**config.mk**
```make
export PLATFORM = sky130hd
export DESIGN_NAME = seq_div8
export DESIGN_NICKNAME = d
export VERILOG_FILES = /design/src/rtl/seq_div8.sv
export SDC_FILE = /design/constraint.sdc
export NUM_CORES = 1
export LEC_CHECK = 0
export CAP_MARGIN = 20
export CORE_MARGIN = 10
export CORE_UTILIZATION = 53
export DETAILED_ROUTE_END_ITERATION = 7
export MAX_ROUTING_LAYER = met4
export PLACE_DENSITY = 0.79
export SLEW_MARGIN = 20
export SYNTH_ARGS = -nofsm -noshare
export SYNTH_HDL_FRONTEND = slang
export SYNTH_SLANG_ARGS = --single-unit
```
**constraint.sdc**
```tcl
create_clock -name clk -period 3.4 [get_ports clk]
set_clock_uncertainty 0.15 [all_clocks]
set_input_delay 0.85 -clock clk [delete_from_list [all_inputs] [get_ports clk]]
set_output_delay 0.85 -clock clk [all_outputs]
set_load 0.02 [all_outputs]
```
**src/rtl/seq_div8.sv**
```systemverilog
// rtl/seq_div8.sv - sequential unsigned restoring divider, one quotient bit per clock
module seq_div8 #(
  parameter int WIDTH = 8
) (
  input  logic             clk,
  input  logic             rst_n,
  input  logic             start,
  input  logic [WIDTH-1:0] dividend,
  input  logic [WIDTH-1:0] divisor,
  output logic             busy,
  output logic             done,
  output logic [WIDTH-1:0] quotient,
  output logic [WIDTH-1:0] remainder,
  output logic             div_by_zero
);

  localparam int CW = (WIDTH > 2) ? $clog2(WIDTH) : 1;
  localparam logic [CW-1:0] LAST = CW'(WIDTH - 1);

  typedef enum logic [1:0] {
    S_IDLE = 2'd0,
    S_CALC = 2'd1,
    S_FIN  = 2'd2
  } state_e;

  state_e           state_q, state_d;
  logic [CW-1:0]    cnt_q, cnt_d;
  // The restored partial remainder is always below the divisor, so WIDTH bits
  // suffice between iterations; only the shifted trial value needs WIDTH+1.
  logic [WIDTH-1:0] r_q, r_d;
  logic [WIDTH-1:0] q_q, q_d;
  logic [WIDTH-1:0] dvs_q, dvs_d;
  logic [WIDTH-1:0] quo_q, quo_d;
  logic [WIDTH-1:0] rem_q, rem_d;
  logic             dbz_q, dbz_d;

  logic [WIDTH:0]   r_sh;
  logic [WIDTH:0]   trial;
  logic [WIDTH-1:0] r_next;
  logic [WIDTH-1:0] q_next;

  always_comb begin
    r_sh   = {r_q, q_q[WIDTH-1]};
    trial  = r_sh - {1'b0, dvs_q};
    r_next = trial[WIDTH] ? r_sh[WIDTH-1:0] : trial[WIDTH-1:0];
    q_next = {q_q[WIDTH-2:0], ~trial[WIDTH]};
  end

  always_comb begin
    state_d = state_q;
    cnt_d   = cnt_q;
    r_d     = r_q;
    q_d     = q_q;
    dvs_d   = dvs_q;
    quo_d   = quo_q;
    rem_d   = rem_q;
    dbz_d   = dbz_q;

    case (state_q)
      S_IDLE: begin
        if (start) begin
          dvs_d = divisor;
          q_d   = dividend;
          r_d   = '0;
          cnt_d = '0;
          if (divisor == '0) begin
            state_d = S_FIN;
            quo_d   = '1;
            rem_d   = dividend;
            dbz_d   = 1'b1;
          end else begin
            state_d = S_CALC;
          end
        end
      end
      S_CALC: begin
        r_d   = r_next;
        q_d   = q_next;
        cnt_d = cnt_q + CW'(1);
        if (cnt_q == LAST) begin
          state_d = S_FIN;
          quo_d   = q_next;
          rem_d   = r_next;
          dbz_d   = 1'b0;
        end
      end
      S_FIN: begin
        state_d = S_IDLE;
      end
      default: begin
        state_d = S_IDLE;
      end
    endcase
  end

  always_ff @(posedge clk or negedge rst_n) begin
    if (!rst_n) begin
      state_q <= S_IDLE;
      cnt_q   <= '0;
      r_q     <= '0;
      q_q     <= '0;
      dvs_q   <= '0;
      quo_q   <= '0;
      rem_q   <= '0;
      dbz_q   <= 1'b0;
    end else begin
      state_q <= state_d;
      cnt_q   <= cnt_d;
      r_q     <= r_d;
      q_q     <= q_d;
      dvs_q   <= dvs_d;
      quo_q   <= quo_d;
      rem_q   <= rem_d;
      dbz_q   <= dbz_d;
    end
  end

  assign busy        = (state_q != S_IDLE);
  assign done        = (state_q == S_FIN);
  assign quotient    = quo_q;
  assign remainder   = rem_q;
  assign div_by_zero = dbz_q;

endmodule
```
==> results of run 1 <==
final timing paths:
kind | startpoint | to | slack [ns]
worst max-delay path | q_q[7] | remainder[7] | 0.32
worst min-delay path | div_by_zero | div_by_zero | 0.35
worst max register to register | q_q[7] | remainder[7] | 0.32
worst min register to register | div_by_zero | div_by_zero | 0.35
max in group asynchronous | rst_n | dvs_q[3] | 2.32
min in group asynchronous | rst_n | quotient[2] | 0.39
flip-flops by register name, summed over array words and instances (netlist names):
register / cells
remainder: 8
quotient: 8
r_q: 8
q_q: 8
div_by_zero: 1
cnt_q: 3
dvs_q: 8
state_q: 2
kinds of logic (layout without fill, tap and decap cells):
| family | Yosys count | count (layout) | synth area share, % |
|---|---|---|---|
| XOR/XNOR | 4 | 4 | 1.44 |
| adder cells (fa/ha/maj) | 11 | 11 | 5.96 |
| multiplexers | 7 | 7 | 3.60 |
| buffers and inverters | 25 | 65 | 4.11 |
| AO/OA/AOI/OAI | 78 | 78 | 21.1 |
| AND/OR/NAND/NOR | 82 | 82 | 16.5 |
| flip-flops | 46 | 46 | 47.3 |
power breakdown:
part / leakage, nW / total (mW) / switching, mW / internal, mW
logic: 0.699 / 1.98 / 1.06 / 0.919
registers: 0.553 / 1.01 / 0.199 / 0.816
clock network: 0.0714 / 0.506 / 0.192 / 0.314
metrics by stage:
step           cell area (µm²)  worst slack (ns)  total power [mW]
2_1_floorplan             2440             0.818              2.37
3_3_place_gp              2880             0.361              2.93
3_5_place_dp              2880             0.332              2.99
4_1_cts                   3020             0.303              3.51
5_1_grt                   3020             0.107              3.77
6_report                  3020             0.316              3.50
metal layers:
layer,track usage (%),up-vias,wire length (µm),part of all wire [%]
li1,-,970,-,-
met1,21.1,980,2510,43
met2,25.0,63,2880,49
met3,3.62,10,349,6.0
met4,4.78,0,97,1.7
met5,-,-,0,0
cell usage after synthesis, types with 3 or more instances:
cell      count  share of area [%]
a31oi_1       7                1.8
nor2b_1      11                2.8
ha_1         10                5.1
o21ai_0      25                5.1
a22oi_1       7                2.2
nor2_1       18                2.8
inv_1        11                1.7
xor2_1        3                1.1
clkbuf_1     11                1.7
mux2_4        3                1.8
and2_1        5                1.3
o22a_1        7                2.5
nand3_1       8                1.6
o21bai_1      3               0.92
dfrtp_1      46                 47
a21oi_1      12                2.5
nand2b_1      3               0.77
nand2_1      29                4.5
layout make-up:
type                       instances  area share (%)
timing repair buffer              46            14.4
clock inverter                     2            1.99
clock buffer                       6            2.73
tap                               52            2.15
multi-input combinational        182            39.2
sequential                        46            38.1
inverter                          11            1.37
==> results.cfg, run 1 <==
[worst_setup_path]
worstSetupStartpointType = flip-flop
cp_common_cell = inv_1
critical_path_peak_fanout = 8
arrival_ns = 3.17
r2r_cells = 11
max_stage_delay_ns = 0.49
worst_path_max_delay_cell = or4b_4
crit_family = simple AND/OR/NAND/NOR gates
cp_cell_sequence = inv_1 > ha_1 > inv_1 > fa_1 > a211oi_4 > nor3b_2 > mux2i_1 > nor2_1 > buf_4 > or4b_4 > a31oi_2
path_depth = 11
cp_num_buf_inv = 3
path_class = reg2reg
required_ns = 3.48
cp-end-kind = flip-flop

[global_routing]
overflow = 0
grt_max_degree = 47
antenna_found_initial = 0
grt_pass1_wl_mm = 9.76
track_usage_pct = 16.3
grt_pass1_vias = 1949

[die]
io_pins = 38
rows = 24
die_x_um = 87.8
die-area_um2 = 7710
start_util_pct = 55.2
coreArea_um2 = 4410
fp.dieH_um = 87.8

[final_layout]
fin_util_pct = 68.4
diodes = 0
fillCellCount = 353
fin_cells = 345
area_delta_synth_final_pct = 24.0
final_common_cell = dfrtp_1
multi_input_area_um2 = 1180
layout-drive-gt1-share_pct = 9.22
most-common-layout-cells = dfrtp_1 (46), clkdlybuf4s50_1 (36), nand2_1 (29)
seq_area_um2 = 1150
finalNetCount = 322

[sta]
worstMarginPinSlew_ns = 0.790
fin_crit_sh_pct = 90.7
finalSetupTns_ns = 0
fmax_ghz = 0.324
drv_slew = 0
holdWs_ns = 0.354
rsz0062_at_grt = false
slew_headroom_pct = 47.2
min_period_ns = 3.08
setup_violations = 0
finalHoldViolations = 0

[logic_synthesis]
synth-main-ff-cell = dfrtp_1
synthArstFlopShare_pct = 100
synth_edf_count = 0
syn_area_per_cell_um2 = 9.63
ys_seq_area_share_pct = 47.3
ys_warn_count = 0
syn_nets = 283
syn_area_um2 = 2440
ys_ff_latch = 46
syn_inst = 253
synth.distinct_cells = 42

[pwr]
ir_worst_vdd_v = 0.000600
leakagePower_nw = 1.32
cellPowerDensity_nw_per_um2 = 1160

[routing]
post_drt_wl_per_cell_um = 16.9
antenna_left = 0
first_iter_violations = 161
dr.pass1.iters = 4
via_per_inst = 5.86
drcViolationCount = 0
vias = 2023
routed_wl_mm = 5.84

[outcome]
status = finished, final reports clean

[clock_tree]
cts_sinks = 46
cts_tree = yes
postCtsSetupRepairBufs = 0
cts_htree_levels = 2
insertion_delay_ns = 0.30
post_cts_resized = 0
cts.clk_slew.worst_paths_ns = 0.09
cts_root_buf = clkbuf_8
cts_inserted_buffers = 5
cts_buffer_depth = 2
ctsHoldBuffers = 0

[worst_hold_path]
min_path_type = reg2reg
holdPathStages = 1

[placement]
placement.io_buffers = 37
gp_congestion = 0.819
dp_cells = 337
hpwl_mm = 4.26

[run]
drv_cap = 0
No activity file was read; power rests on OpenSTA's default activity.
==> run 2: changes to the inputs <==
--- a/config.mk
+++ b/config.mk
@@ -7,8 +7,9 @@
 export LEC_CHECK = 0
 export CAP_MARGIN = 20
 export CORE_MARGIN = 10
-export CORE_UTILIZATION = 53
+export CORE_UTILIZATION = 63
 export DETAILED_ROUTE_END_ITERATION = 7
+export DONT_BUFFER_PORTS = 1
 export MAX_ROUTING_LAYER = met4
 export PLACE_DENSITY = 0.79
 export SLEW_MARGIN = 20
==> results.cfg, run 2 (synthesis gave the netlist of run 1 again) <==
[sta]
holdWs_ns = 0.0715
fmax_ghz = 0.341
fin_crit_sh_pct = 86.3
finalWorstSetupSlack_ns = 0.465
drv_slew = 0
rsz0062_at_grt = false
slew_headroom_pct = 41.5
worstMarginPinSlew_ns = 0.876
finalHoldViolations = 0
finalSetupTns_ns = 0
min_period_ns = 2.94
setup_violations = 0

[placement]
gp_congestion = 0.877
dp_cells = 291
hpwl_mm = 4.02
post_dp_cell_area_um2 = 2470
place_worst_setup_slack_ns = 0.499
placement.io_buffers = 0

[pwr]
switching_share_pct = 45.0
p_int_mw = 1.72
power_mw = 3.13
cellPowerDensity_nw_per_um2 = 1210
p_seq_share_pct = 37.0
leakagePower_nw = 1.14
ir_worst_vdd_v = 0.000667
power_frac_clock_pct = 13.3
p_sw_mw = 1.41
combinationalPowerShare_pct = 49.8

[routing]
dr.pass1.iters = 4
antenna_left = 0
drcViolationCount = 0
via_per_inst = 6.20
post_drt_wl_per_cell_um = 18.4
first_iter_violations = 162
routed_wl_mm = 5.49
vias = 1855

[clock_tree]
cts_inserted_buffers = 5
cts.clk_slew.worst_paths_ns = 0.09
ctsHoldBuffers = 0
insertion_delay_ns = 0.31
cts_htree_levels = 2
cts_buffer_depth = 2
cts_sinks = 46
post_cts_resized = 0
cts_root_buf = clkbuf_8
postCtsSetupRepairBufs = 0
cts_tree = yes

[worst_setup_path]
crit_family = simple AND/OR/NAND/NOR gates
path_class = reg2reg
cp_cell_sequence = inv_1 > ha_1 > inv_1 > fa_1 > a211oi_4 > nor3b_2 > mux2i_1 > nor2_1 > buf_4 > or4b_4 > a31oi_2
critical_path_peak_fanout = 12
cp_common_cell = inv_1
required_ns = 3.49
worst_path_max_delay_cell = or4b_4
cp-end-kind = flip-flop
worstSetupStartpointType = flip-flop
max_stage_delay_ns = 0.50
cp_num_buf_inv = 3
arrival_ns = 3.02

[die]
io_pins = 38
start_util_pct = 66.0
die_x_um = 82.2
die-area_um2 = 6750
fp.dieH_um = 82.2
coreArea_um2 = 3690
rows = 22

[final_layout]
finalNetCount = 280
most-common-layout-cells = dfrtp_1 (46), nand2_1 (29), o21ai_0 (25)
area_delta_synth_final_pct = 5.91
final_common_cell = dfrtp_1
fin_util_pct = 69.9
fin_cells = 299
diodes = 0
layout-drive-gt1-share_pct = 8.37
design_area_um2 = 2580

[global_routing]
grt_max_degree = 47
overflow = 0
grt_pass1_vias = 1838
track_usage_pct = 18.1
antenna_found_initial = 0
grt_pass1_wl_mm = 9.11

[outcome]
status = finished, final reports clean

[run]
drv_cap = 0

[worst_hold_path]
min_path_type = in2async
==> run 2: worst paths after layout <==
kind / from / slack, ns / cells past startpoint / end
min in group clk: cnt_q[0] / 0.37 / 1 / cnt_q[0]
worst min-delay path: rst_n / 0.07 / 0 / quotient[7]
worst min register to register: cnt_q[0] / 0.37 / 1 / cnt_q[0]
max in group asynchronous: rst_n / 2.92 / 0 / quotient[2]
worst max-delay path: q_q[7] / 0.46 / 11 / remainder[7]
worst max register to register: q_q[7] / 0.46 / 11 / remainder[7]
==> run 2: per-layer routing <==
metal / up-vias / routed length [µm] / part of all wire [%] / track usage [%]
met3: 8 / 451 / 8.2 / 6.48
met4: 0 / 84 / 1.5 / 6.63
met1: 905 / 2340 / 43 / 22.4
met5: - / 0 / 0 / -
li1: 887 / - / - / -
met2: 55 / 2610 / 48 / 26.4
==> run 2: power by group through the flow <==
stage / Combinational, mW / Clock [mW] / Sequential (mW)
6_report: 1.56 / 0.415 / 1.16
3_3_place_gp: 1.50 / 0 / 1.17
4_1_cts: 1.55 / 0.425 / 1.16
2_1_floorplan: 1.29 / 0 / 1.08
5_1_grt: 1.75 / 0.455 / 1.20
3_5_place_dp: 1.54 / 0 / 1.18
==> run 2: cell type report <==
class	count	area, µm²
Multi-Input combinational cell	182	1180
Sequential cell	46	1150
Fill cell	322	1110
Clock buffer	5	68.8
Tap cell	48	60.1
Clock inverter	3	43.8
Inverter	11	41.3
Timing Repair Buffer	4	30.0
==> run 3: changes to the inputs <==
--- a/config.mk
+++ b/config.mk
@@ -12,7 +12,6 @@
 export DONT_BUFFER_PORTS = 1
 export MAX_ROUTING_LAYER = met4
 export PLACE_DENSITY = 0.79
-export SLEW_MARGIN = 20
 export SYNTH_ARGS = -nofsm -noshare
 export SYNTH_HDL_FRONTEND = slang
 export SYNTH_SLANG_ARGS = --single-unit
==> results of run 3 <==
The final DEF is identical to that of run 2; final timing and power are the same.
